[config.mk]
export PLATFORM = sky130hd
export DESIGN_NAME = spi_regbank_flat
export DESIGN_NICKNAME = d
export VERILOG_FILES = /design/src/rtl/spi_regbank_pkg.sv /design/src/rtl/spi_regbank_if.sv /design/src/rtl/spi_sync_edge.sv /design/src/rtl/spi_regbank.sv /design/src/flat_wrapper.sv
export SDC_FILE = /design/constraint.sdc
export NUM_CORES = 1
export LEC_CHECK = 0
export CAP_MARGIN = 10
export CORE_MARGIN = 2
export CORE_UTILIZATION = 57
export CTS_BUF_LIST = sky130_fd_sc_hd__clkbuf_4
export CTS_CLUSTER_SIZE = 12
export DETAILED_ROUTE_END_ITERATION = 10
export MAX_ROUTING_LAYER = met4
export PLACE_DENSITY_LB_ADDON = 0.1
export SLEW_MARGIN = 20
export SYNTH_ARGS = -nofsm -noshare
export SYNTH_HDL_FRONTEND = slang
export SYNTH_SLANG_ARGS = --single-unit
[constraint.sdc]
create_clock -name clk -period 7.3 [get_ports clk]
set_input_delay 1.46 -clock clk [delete_from_list [all_inputs] [get_ports clk]]
set_output_delay 1.46 -clock clk [all_outputs]
set_load 0.05 [all_outputs]
[src/rtl/spi_regbank_pkg.sv]
// Shared types and constants for the SPI register bank.
package spi_regbank_pkg;

    typedef enum logic [1:0] {
        IDLE,
        CMD,
        DATA
    } spi_state_e;

    localparam int CMD_W  = 8;
    localparam int RD_BIT = 7;
    localparam int ADDR_W = CMD_W - 1;

    // Highest decoded address; the burst address wraps to 0 after it.
    function automatic int addr_last(input int num_cfg, input int num_stat);
        return num_cfg + num_stat - 1;
    endfunction

endpackage

[src/rtl/spi_regbank_if.sv]
// SPI pin bundle between the chip pads (master side) and the register bank (slave side).
interface spi_regbank_if;

    logic spi_cs_n;
    logic spi_clk;
    logic spi_mosi;
    logic spi_miso;
    logic spi_miso_oe;

    modport master (
        output spi_cs_n,
        output spi_clk,
        output spi_mosi,
        input  spi_miso,
        input  spi_miso_oe
    );

    modport slave (
        input  spi_cs_n,
        input  spi_clk,
        input  spi_mosi,
        output spi_miso,
        output spi_miso_oe
    );

endinterface

[src/rtl/spi_sync_edge.sv]
// Two-flop synchroniser for an asynchronous pin with single-clk rise/fall pulses.
module spi_sync_edge (
    input  logic clk,
    input  logic rst,
    input  logic d,
    output logic rise,
    output logic fall
);

    // [0] may be metastable, [1] is the synchronised level, [2] is its previous value
    logic [2:0] sync_q;

    // NOTE: clocked state uses non-blocking assignments so every flop samples pre-edge values.
    always_ff @(posedge clk or posedge rst) begin
        if (rst) begin
            sync_q <= '0;
        end else begin
            sync_q <= {sync_q[1:0], d};
        end
    end

    assign rise = sync_q[1] & ~sync_q[2];
    assign fall = ~sync_q[1] & sync_q[2];

endmodule

[src/rtl/spi_regbank.sv]
// SPI mode-0 slave with a parametrised RW config bank and snapshotted RO status bank.
// Optional interrupt on rising status bits when SPI_REGBANK_IRQ_EN is defined.
module spi_regbank
    import spi_regbank_pkg::*;
#(
    parameter int               NUM_CFG     = 8,
    parameter int               NUM_STAT    = 4,
    parameter int               WIDTH       = 8,
    parameter logic [WIDTH-1:0] CFG_RST_VAL = '0
) (
    input  logic                      clk,
    input  logic                      rst,
    input  logic                      ena,
    spi_regbank_if.slave              spi,
    output logic [NUM_CFG*WIDTH-1:0]  config_regs,
    output logic [NUM_CFG-1:0]        cfg_wr_pulse,
    input  logic [NUM_STAT*WIDTH-1:0] status_regs
`ifdef SPI_REGBANK_IRQ_EN
    ,
    output logic                      irq
`endif
);

    localparam int               SHADOW_N  = (NUM_STAT > 0) ? NUM_STAT : 1;
    localparam int               CNT_W     = 6;
    localparam int               ADDR_LAST = addr_last(NUM_CFG, NUM_STAT);
    localparam logic [CNT_W-1:0] CMD_LAST  = CNT_W'(CMD_W - 1);
    localparam logic [CNT_W-1:0] WORD_LAST = CNT_W'(WIDTH - 1);

    logic              sclk_rise;
    logic              sclk_fall;
    logic              cs_rise;
    logic              cs_fall;
    logic [1:0]        mosi_sync;
    logic              mosi_q;

    spi_state_e        state;
    spi_state_e        state_nxt;
    logic [CNT_W-1:0]  bit_cnt;
    logic [WIDTH-2:0]  shift_in;
    logic [ADDR_W-1:0] addr;
    logic              rd_frame;
    logic [WIDTH-1:0]  tx_sh;
    logic [WIDTH-1:0]  rd_value;
    logic [WIDTH-1:0]  shadow [SHADOW_N];
    logic [WIDTH-1:0]  cfg_q [NUM_CFG];
    logic              miso_oe;

    logic              commit_pend;
    logic              commit_rd;
    logic [ADDR_W-1:0] commit_addr;
    logic [WIDTH-1:0]  commit_data;

    spi_sync_edge u_sclk_sync (
        .clk  (clk),
        .rst  (rst),
        .d    (spi.spi_clk),
        .rise (sclk_rise),
        .fall (sclk_fall)
    );

    spi_sync_edge u_cs_sync (
        .clk  (clk),
        .rst  (rst),
        .d    (spi.spi_cs_n),
        .rise (cs_rise),
        .fall (cs_fall)
    );

    // Same depth as the sclk synchroniser, so mosi_q is aligned with sclk_rise.
    always_ff @(posedge clk or posedge rst) begin
        if (rst) begin
            mosi_sync <= '0;
        end else begin
            mosi_sync <= {mosi_sync[0], spi.spi_mosi};
        end
    end

    assign mosi_q = mosi_sync[1];

    always_ff @(posedge clk or posedge rst) begin
        if (rst) begin
            state <= IDLE;
        end else begin
            state <= state_nxt;
        end
    end

    // NOTE: every always_comb output gets a default first, so no path can infer a latch.
    always_comb begin
        state_nxt = state;
        case (state)
            IDLE:    if (cs_fall) state_nxt = CMD;
            CMD:     if (sclk_rise && bit_cnt == CMD_LAST) state_nxt = DATA;
            default: state_nxt = state;
        endcase
        if (cs_rise) state_nxt = IDLE;
    end

    always_comb begin
        rd_value = '0;
        for (int k = 0; k < NUM_CFG; k++) begin
            if (int'(addr) == k) rd_value = cfg_q[k];
        end
        for (int s = 0; s < NUM_STAT; s++) begin
            if (int'(addr) == NUM_CFG + s) rd_value = shadow[s];
        end
    end

    always_ff @(posedge clk or posedge rst) begin
        if (rst) begin
            bit_cnt     <= '0;
            shift_in    <= '0;
            addr        <= '0;
            rd_frame    <= 1'b0;
            tx_sh       <= '0;
            commit_pend <= 1'b0;
            commit_rd   <= 1'b0;
            commit_addr <= '0;
            commit_data <= '0;
            for (int s = 0; s < SHADOW_N; s++) shadow[s] <= '0;
        end else begin
            commit_pend <= 1'b0;
            if (cs_rise) begin
                bit_cnt <= '0;
            end else begin
                case (state)
                    CMD: begin
                        if (sclk_rise) begin
                            shift_in <= {shift_in[WIDTH-3:0], mosi_q};
                            if (bit_cnt == CMD_LAST) begin
                                bit_cnt  <= '0;
                                rd_frame <= shift_in[RD_BIT-1];
                                addr     <= {shift_in[ADDR_W-2:0], mosi_q};
                                tx_sh    <= '0;
                                for (int s = 0; s < NUM_STAT; s++) begin
                                    shadow[s] <= status_regs[s*WIDTH +: WIDTH];
                                end
                            end else begin
                                bit_cnt <= bit_cnt + 1'b1;
                            end
                        end
                    end
                    DATA: begin
                        if (sclk_rise) begin
                            shift_in <= {shift_in[WIDTH-3:0], mosi_q};
                            if (bit_cnt == WORD_LAST) begin
                                bit_cnt     <= '0;
                                commit_pend <= 1'b1;
                                commit_rd   <= rd_frame;
                                commit_addr <= addr;
                                commit_data <= {shift_in, mosi_q};
                                addr        <= (int'(addr) == ADDR_LAST) ? '0 : addr + 1'b1;
                            end else begin
                                bit_cnt <= bit_cnt + 1'b1;
                            end
                        end
                        // A fall at bit 0 starts a fresh word; later falls shift.
                        if (sclk_fall && rd_frame) begin
                            if (bit_cnt == '0) begin
                                tx_sh <= rd_value;
                            end else begin
                                tx_sh <= {tx_sh[WIDTH-2:0], 1'b0};
                            end
                        end
                    end
                    default: bit_cnt <= '0;
                endcase
            end
        end
    end

    // NOTE: the register bank is reset slot by slot because its reset value is architectural.
    always_ff @(posedge clk or posedge rst) begin
        if (rst) begin
            for (int k = 0; k < NUM_CFG; k++) cfg_q[k] <= CFG_RST_VAL;
            cfg_wr_pulse <= '0;
        end else begin
            cfg_wr_pulse <= '0;
            if (commit_pend && !commit_rd && ena) begin
                for (int k = 0; k < NUM_CFG; k++) begin
                    if (int'(commit_addr) == k) begin
                        cfg_q[k]        <= commit_data;
                        cfg_wr_pulse[k] <= 1'b1;
                    end
                end
            end
        end
    end

    for (genvar k = 0; k < NUM_CFG; k++) begin : g_cfg_out
        assign config_regs[k*WIDTH +: WIDTH] = cfg_q[k];
    end

    assign miso_oe         = (state == DATA) && rd_frame;
    assign spi.spi_miso_oe = miso_oe;
    assign spi.spi_miso    = miso_oe & tx_sh[WIDTH-1];

`ifdef SPI_REGBANK_IRQ_EN
    logic [WIDTH-1:0] prev_status [SHADOW_N];
    logic [WIDTH-1:0] pending     [SHADOW_N];

    // Clearing drops old pending bits only; a bit rising in the clear cycle survives.
    always_ff @(posedge clk or posedge rst) begin
        if (rst) begin
            for (int s = 0; s < SHADOW_N; s++) begin
                prev_status[s] <= '0;
                pending[s]     <= '0;
            end
        end else begin
            for (int s = 0; s < NUM_STAT; s++) begin
                prev_status[s] <= status_regs[s*WIDTH +: WIDTH];
                if (commit_pend && commit_rd && int'(commit_addr) == NUM_CFG + s) begin
                    pending[s] <= status_regs[s*WIDTH +: WIDTH] & ~prev_status[s];
                end else begin
                    pending[s] <= pending[s] | (status_regs[s*WIDTH +: WIDTH] & ~prev_status[s]);
                end
            end
        end
    end

    always_comb begin
        irq = 1'b0;
        for (int s = 0; s < NUM_STAT; s++) irq = irq | (|pending[s]);
    end
`endif

endmodule

[src/flat_wrapper.sv]
// flat-port wrapper written by rule: the top's interface ports become plain ports
module spi_regbank_flat import spi_regbank_pkg::*;
#(
    parameter int               NUM_CFG     = 8,
    parameter int               NUM_STAT    = 4,
    parameter int               WIDTH       = 8,
    parameter logic [WIDTH-1:0] CFG_RST_VAL = '0
)
  (clk, rst, ena, config_regs, cfg_wr_pulse, status_regs, spi_spi_cs_n, spi_spi_clk, spi_spi_mosi, spi_spi_miso, spi_spi_miso_oe);
  spi_regbank_if spi_i ();
  input  logic clk;
  input  logic rst;
  input  logic ena;
  output logic [NUM_CFG*WIDTH-1:0] config_regs;
  output logic [NUM_CFG-1:0] cfg_wr_pulse;
  input  logic [NUM_STAT*WIDTH-1:0] status_regs;
  input wire logic [$bits(spi_i.spi_cs_n)-1:0] spi_spi_cs_n;
  input wire logic [$bits(spi_i.spi_clk)-1:0] spi_spi_clk;
  input wire logic [$bits(spi_i.spi_mosi)-1:0] spi_spi_mosi;
  output wire logic [$bits(spi_i.spi_miso)-1:0] spi_spi_miso;
  output wire logic [$bits(spi_i.spi_miso_oe)-1:0] spi_spi_miso_oe;
  assign spi_i.spi_cs_n = spi_spi_cs_n;
  assign spi_i.spi_clk = spi_spi_clk;
  assign spi_i.spi_mosi = spi_spi_mosi;
  assign spi_spi_miso = spi_i.spi_miso;
  assign spi_spi_miso_oe = spi_i.spi_miso_oe;
  spi_regbank #(.NUM_CFG(NUM_CFG), .NUM_STAT(NUM_STAT), .WIDTH(WIDTH), .CFG_RST_VAL(CFG_RST_VAL)) u_core (.clk(clk), .rst(rst), .ena(ena), .spi(spi_i), .config_regs(config_regs), .cfg_wr_pulse(cfg_wr_pulse), .status_regs(status_regs));
endmodule
# ---- Yosys cells after proc, flatten, opt, wreduce, memory -nomap -nowiden
# Index checks and enable logic that the tools add are counted.
dict set report word_totals {
  reg_bits 160
  in_bits 38
  output_inout_bits 74
  elab_cells 138
}
dict set report classes {
  n_addsub 2
  eq_ne 29
  n_mux 44
  bitwise_logic 10
  n_reduce_logical 27
}
# operator n
set ops {}
lappend ops {{8-bit 2-to-1 mux} 17}
lappend ops {{7-bit by 4-bit == test with 1-bit output (second input constant)} 8}
lappend ops {{7-bit 2-to-1 mux} 5}
lappend ops {{7-bit by 3-bit == test with 1-bit output (second input constant)} 4}
lappend ops {{7-bit by 5-bit == test with 1-bit output (second input constant)} 4}
lappend ops {{6-bit 2-to-1 mux} 4}
lappend ops {{8-bit one-hot mux with 2 select lines} 1}
lappend ops {{2-bit AND reduction} 8}
lappend ops {{7-bit by 2-bit == test with 1-bit output (second input constant)} 2}
lappend ops {{7-bit zero test} 2}
lappend ops {{7-bit one-hot mux with 2 select lines} 1}
lappend ops {{1-bit 2-to-1 mux} 12}
lappend ops {{2-bit by 1-bit != test with 1-bit output (second input constant)} 5}
lappend ops {{3-bit by 1-bit != test with 1-bit output (second input constant)} 3}
lappend ops {{4-bit AND reduction} 2}
lappend ops {{7-bit by 1-bit adder with 7-bit output (second input constant)} 1}
lappend ops {{6-bit by 1-bit adder with 6-bit output (second input constant)} 1}
lappend ops {{6-bit by 3-bit == test with 1-bit output (second input constant)} 1}
lappend ops {{6-bit zero test} 1}
lappend ops {{2-bit 2-to-1 mux} 3}
lappend ops {{3-bit AND reduction} 2}
lappend ops {{6-bit AND reduction} 1}
lappend ops {{1-bit bitwise AND} 5}
lappend ops {{1-bit logical AND} 5}
lappend ops {{other kinds (10)} 14}

# ---- Depth between registers and ports, before layout
dict set report logic_depth {
  word_depth 16
  ltp_mapped 10
  ltp_nobuf 8
}

# ---- Modules after synthesis
# Synthesis repeated with hierarchy kept, for this count alone.
dict set report hier_totals {
  cells_unflattened 641
  area_unflattened_um2 7428.4
}
# mod n_inst cells_per_inst area_per_inst_um2 seq_area_each_um2
set by_module_without_submodules {}
lappend by_module_without_submodules {spi_regbank 1 629 7240.7 3853.7}
lappend by_module_without_submodules {spi_sync_edge 2 6 93.8 75.1}

# ---- Worst setup path after synthesis
# Ideal clock, no wire load.
dict set report synth_path {
  path_kind {input port to flip-flop}
  startpoint {input port ena}
  endpoint {register u_core.cfg_q, in the netlist u_core.config_regs[0]}
  setup_time_ns 0.125
  arrival_time_ns 2.678
  t_required_ns 7.175
  setup_slack_ns 4.497
  path_stages 5
  path_buffers 1
  cell_sequence {nand2_1 -> or3_1 -> clkbuf_1 -> nor3_4 -> mux2_2}
}
dict set report synth_between {
  elab_chain_cells 2
}
# element line
set synth_rtl {}
lappend synth_rtl {{start, declared} flat_wrapper.sv:13} ;# input logic ena;
lappend synth_rtl {{1-bit logical AND} spi_regbank.sv:180} ;# if (commit_pend && !commit_rd && ena) begin
lappend synth_rtl {{2-bit AND reduction (no source line)} --}
lappend synth_rtl {{end signal, assigned by index} spi_regbank.sv:183} ;# cfg_q[k] <= commit_data;
lappend synth_rtl {{end, declared} spi_regbank.sv:46} ;# logic [WIDTH-1:0] cfg_q [NUM_CFG];
# No other way between the ends.
# A chain may end at the register's enable or synchronous reset.

# ---- Final worst setup path
dict set report layout_path {
  startpoint {register u_core.state[0]}
  endpoint {output port spi_spi_miso_oe}
}
dict set report layout_between {
  elab_chain_cells 2
}
# element line
set layout_rtl {}
lappend layout_rtl {{start, declared} spi_regbank.sv:37} ;# spi_state_e state;
lappend layout_rtl {{start signal, assigned} spi_regbank.sv:85} ;# state <= state_nxt;
lappend layout_rtl {{2-bit == test} spi_regbank.sv:195} ;# assign miso_oe = (state == DATA) && rd_frame;
lappend layout_rtl {{1-bit logical AND} spi_regbank.sv:195}
lappend layout_rtl {{end, declared} flat_wrapper.sv:21} ;# output wire logic [$bits(spi_i.spi_miso_oe)-1:0] spi_spi_miso_oe;
# No other way between the ends.

==> summary.md <==
The flow ran to the end, and the final reports show no timing, DRC or antenna violations. The H-tree generated during clock tree synthesis spans 4 levels. Clock tree root buffer cell: clkbuf_4. The critical-path maximum fanout works out to 16. The min-delay analysis places its worst path in the category reg2reg.

For this run, the slowest stage of the critical path takes 800 ps. For the number of antenna violations at the first check in global routing, the log shows 1. For the buffers inserted during post-CTS setup optimization, the log shows 0.

The count of nets left with antenna violations after detail routing is 0, and the minimum setup slack after placement is 3600 ps. The tools report the global-route wire length before repair as 30700 um. The routed length on met2 came out at 9210 um.

After detailed routing, the number of remaining DRC violations is 0. The most frequent cell on the critical path was inv_1. Summed over all failing endpoints, the final setup total negative slack is 0 ps. The tools report the final routed wirelength across all metal layers as 19400 um. Walking the worst path, the cells encountered are inv_1 -> ha_1 -> nand2_1 -> inv_1 -> clkdlybuf4s50_1. After the first detailed-routing iteration, the DRC count stood at 451.

TritonCTS built the clock tree. Summed over all layers, the global routing overflow is 0. In this run, synthesis produced a sequential element count of 160. The logs give 6 for the iteration count of the initial detailed-routing pass and 13900 um for the placed wire-length estimate. Counting every instance in the synthesized netlist gives 664. Summed over its instances, the top area cell type makes up 51.9% of the synthesized netlist area. By area the synthesized netlist is led by dfrtp_1 (52%), mux2_2 (16%), nand2_1 (3.5%).

The number of distinct library cell variants in the gate-level netlist after synthesis was 70; the fraction of final layout cells with drive strength greater than 1 was 21.6%. The area growth from synthesis to layout is 17.8%. Slowest stage cell on the critical path: clkdlybuf4s50_1.

The number of buffers created by CTS came out at 17. The routed length per placed instance came out at 20.3 um. The synthesized design contains 0 enable-type register cells. The library cell occupying the most area in the post-synthesis netlist is dfrtp_1. The average cell area after synthesis is 11.6 um2, and the worst-case clock buffer depth is 2. The routed via count was 5743; the fraction of the yosys area taken by sequential cells was 51.9%. The number of nets in the synthesized netlist is 711.

The tools report the all-layer global routing usage as 28.6%. After detailed placement, the design holds a cell count of 921. In this run the count of I/O pins placed on the die edge is 112. Ranked by instance count, the synthesized netlist is headed by dfrtp_1 (160), mux2_2 (110), nand2_1 (72), o21ai_0 (35), a21oi_1 (29).

The final number of hold-violating endpoints came out at 0. The startpoint type of the worst setup path is a flop. The total area inside the core boundary comes to 0.0132 mm2. The post-synth design cell area is 0.00772 mm2. In this run the tightest slew margin relative to its limit is 30.5%. The tools report the number of failing setup endpoints in the final timing report as 0.

For the max-slew violation count, the log shows 0. The clock arrives with 22.0 ps of skew. From left edge to right edge, the die measures 120 um.

At the worst endpoint, the required time is 5840 ps. Dividing the detail-routed via count by the number of cells gives 6.02. The die is 120 um tall. Excluding fillers, the count of instances in the completed layout stands at 954.

The tools report the critical path capture point type as an output pin. The effective utilization at floorplan is 58.3%. Port buffering added 111 buffers. Setup slack closes at 3050 ps. Setup repair after global routing left no endpoint under its margin. The later pin in the worst-skew pair is clocked with a latency of 580 ps.

The logs give 0.235 GHz for the achievable frequency and 4.15 nW for the static leakage power. The max-cap violation count was 0; the met3 routed wirelength was 1110 um. The most used standard cell by instance count after synthesis is dfrtp_1. Via count of the first global-routing pass: 5647. The share of flip-flops with an asynchronous set or reset was 100%. Fill cells in the final layout number 1032. Measured on the finished design, the core utilization comes to 68.7%. The pin slew with the least headroom to its limit works out to 1040 ps. Broken down by cell family, the worst path's largest delay share belongs to buffers and inverters. The post-CTS clock slew at the launch and capture registers of the worst setup and hold paths was 110 ps.

Type of the worst setup path: reg2out. The die covers 0.0145 mm2. In the final routing, the length of wire on met1 measures 8660 um.

Entering global routing, the biggest net connects 95 pins. VDD sags by at most 0.143 mV. STA puts the critical path data arrival time at 2790 ps.

The row count was 42; the final-stage net count was 811. For this design, the sink count on the clock tree is 160. The routability congestion estimate from global placement was 0.916. In this run, post-CTS hold repair placed 0 buffers. The tools report the number of warnings reported in the yosys synthesis log as 0. Gates resized during post-CTS repair numbered 0. The uppermost metal layer occupied by signal nets is met4. Dividing the final minimum period by the clock period gives 58.2%. In this run the power density over the cells is 222 mW/mm2. Most common flop cell mapped by yosys: dfrtp_1.

The worst path in the final design needs a cycle of 4250 ps, including I/O delays and setup. The number of buffers and inverters on the critical path is 3.
## worst paths after layout
check | from | endpoint | slack, ps | depth (start not counted)
max in group asynchronous | rst | u_core.config_regs[49] | 4540 | 3
hold reg to reg | u_core.mosi_sync[0] | u_core.mosi_sync[1] | 370 | 0
setup / recovery | u_core.state[0] | spi_spi_miso_oe | 3050 | 5
setup reg to reg | u_core.addr[1] | u_core.tx_sh[7] | 4330 | 6
min in group asynchronous | rst | u_core.config_regs[0] | 1420 | 2
hold / removal | u_core.mosi_sync[0] | u_core.mosi_sync[1] | 370 | 0
## power breakdown
part | internal, mW | total (mW) | switching, mW
Sequential | 0.913 | 0.962 | 0.0489
Combinational | 0.201 | 0.553 | 0.352
Clock | 0.215 | 0.503 | 0.289
## sequential cells by signal, summed over array words and instances (netlist names), 6 cells and up
register / flops
u_core.config_regs: 64
u_core.addr: 7
u_core.shift_in: 7
u_core.commit_data: 8
u_core.shadow: 32
u_core.commit_addr: 7
u_core.bit_cnt: 6
u_core.tx_sh: 8
u_core.cfg_wr_pulse: 8
## cell type report
type | instances | area, um2 | area share [%]
Antenna cell | 1 | 2.50 | 0.0275
Clock buffer | 22 | 165 | 1.82
Clock inverter | 10 | 93.8 | 1.03
Inverter | 18 | 72.6 | 0.798
Multi-Input combinational cell | 453 | 3400 | 37.4
Sequential cell | 160 | 4000 | 44.0
Tap cell | 176 | 220 | 2.42
Timing Repair Buffer | 114 | 1130 | 12.5
## metrics by stage
stage	power [mW]	hold slack (ps)	cell area, um2
global placement	1.51	334	8830
floorplan	1.40	331	7720
finish	2.02	366	9090
CTS	2.01	371	9090
global route	2.12	380	9090
detailed placement	1.52	338	8830
## layout by cell type (no fill, tap or decap), drive strengths merged, types with 15 or more instances in the layout
| master | instances |
|---|---|
| nor2 | 26 |
| mux2 | 110 |
| nand2 | 73 |
| clkbuf | 22 |
| a21oi | 29 |
| inv | 17 |
| and3 | 15 |
| nand3 | 26 |
| dfrtp | 160 |
| o21ai | 40 |
| clkdlybuf4s50 | 111 |
| nor3 | 18 |
## worst reg2reg max path, stage by stage, from the launching register on
cell and delay [ps]:
dfrtp_1 470, inv_1 110, ha_1 840, nand3_1 500, o21ai_0 490, a2111oi_2 150
a211o_1 320
## metal layers
layer / vias to the layer above / GRT usage (%)
met5: - / -
met4: 0 / 9.52
met3: 30 / 5.05
met2: 199 / 43.2
met1: 2897 / 39.8
li1: 2617 / -
## cell families (layout without fill, tap and decap cells)
kind of cell / Yosys count / count (layout) / share of synthesized area, %
adder cells (fa/ha/maj): 9 / 9 / 1.46
flip-flops: 160 / 160 / 51.9
AO/OA/AOI/OAI: 132 / 132 / 11.6
AND/OR/NAND/NOR: 198 / 198 / 14.6
multiplexers: 111 / 111 / 16.2
buffers and inverters: 51 / 164 / 4.04
other: 0 / 1 / 0
XOR/XNOR: 3 / 3 / 0.340
No activity file was read; power rests on OpenSTA's default activity.
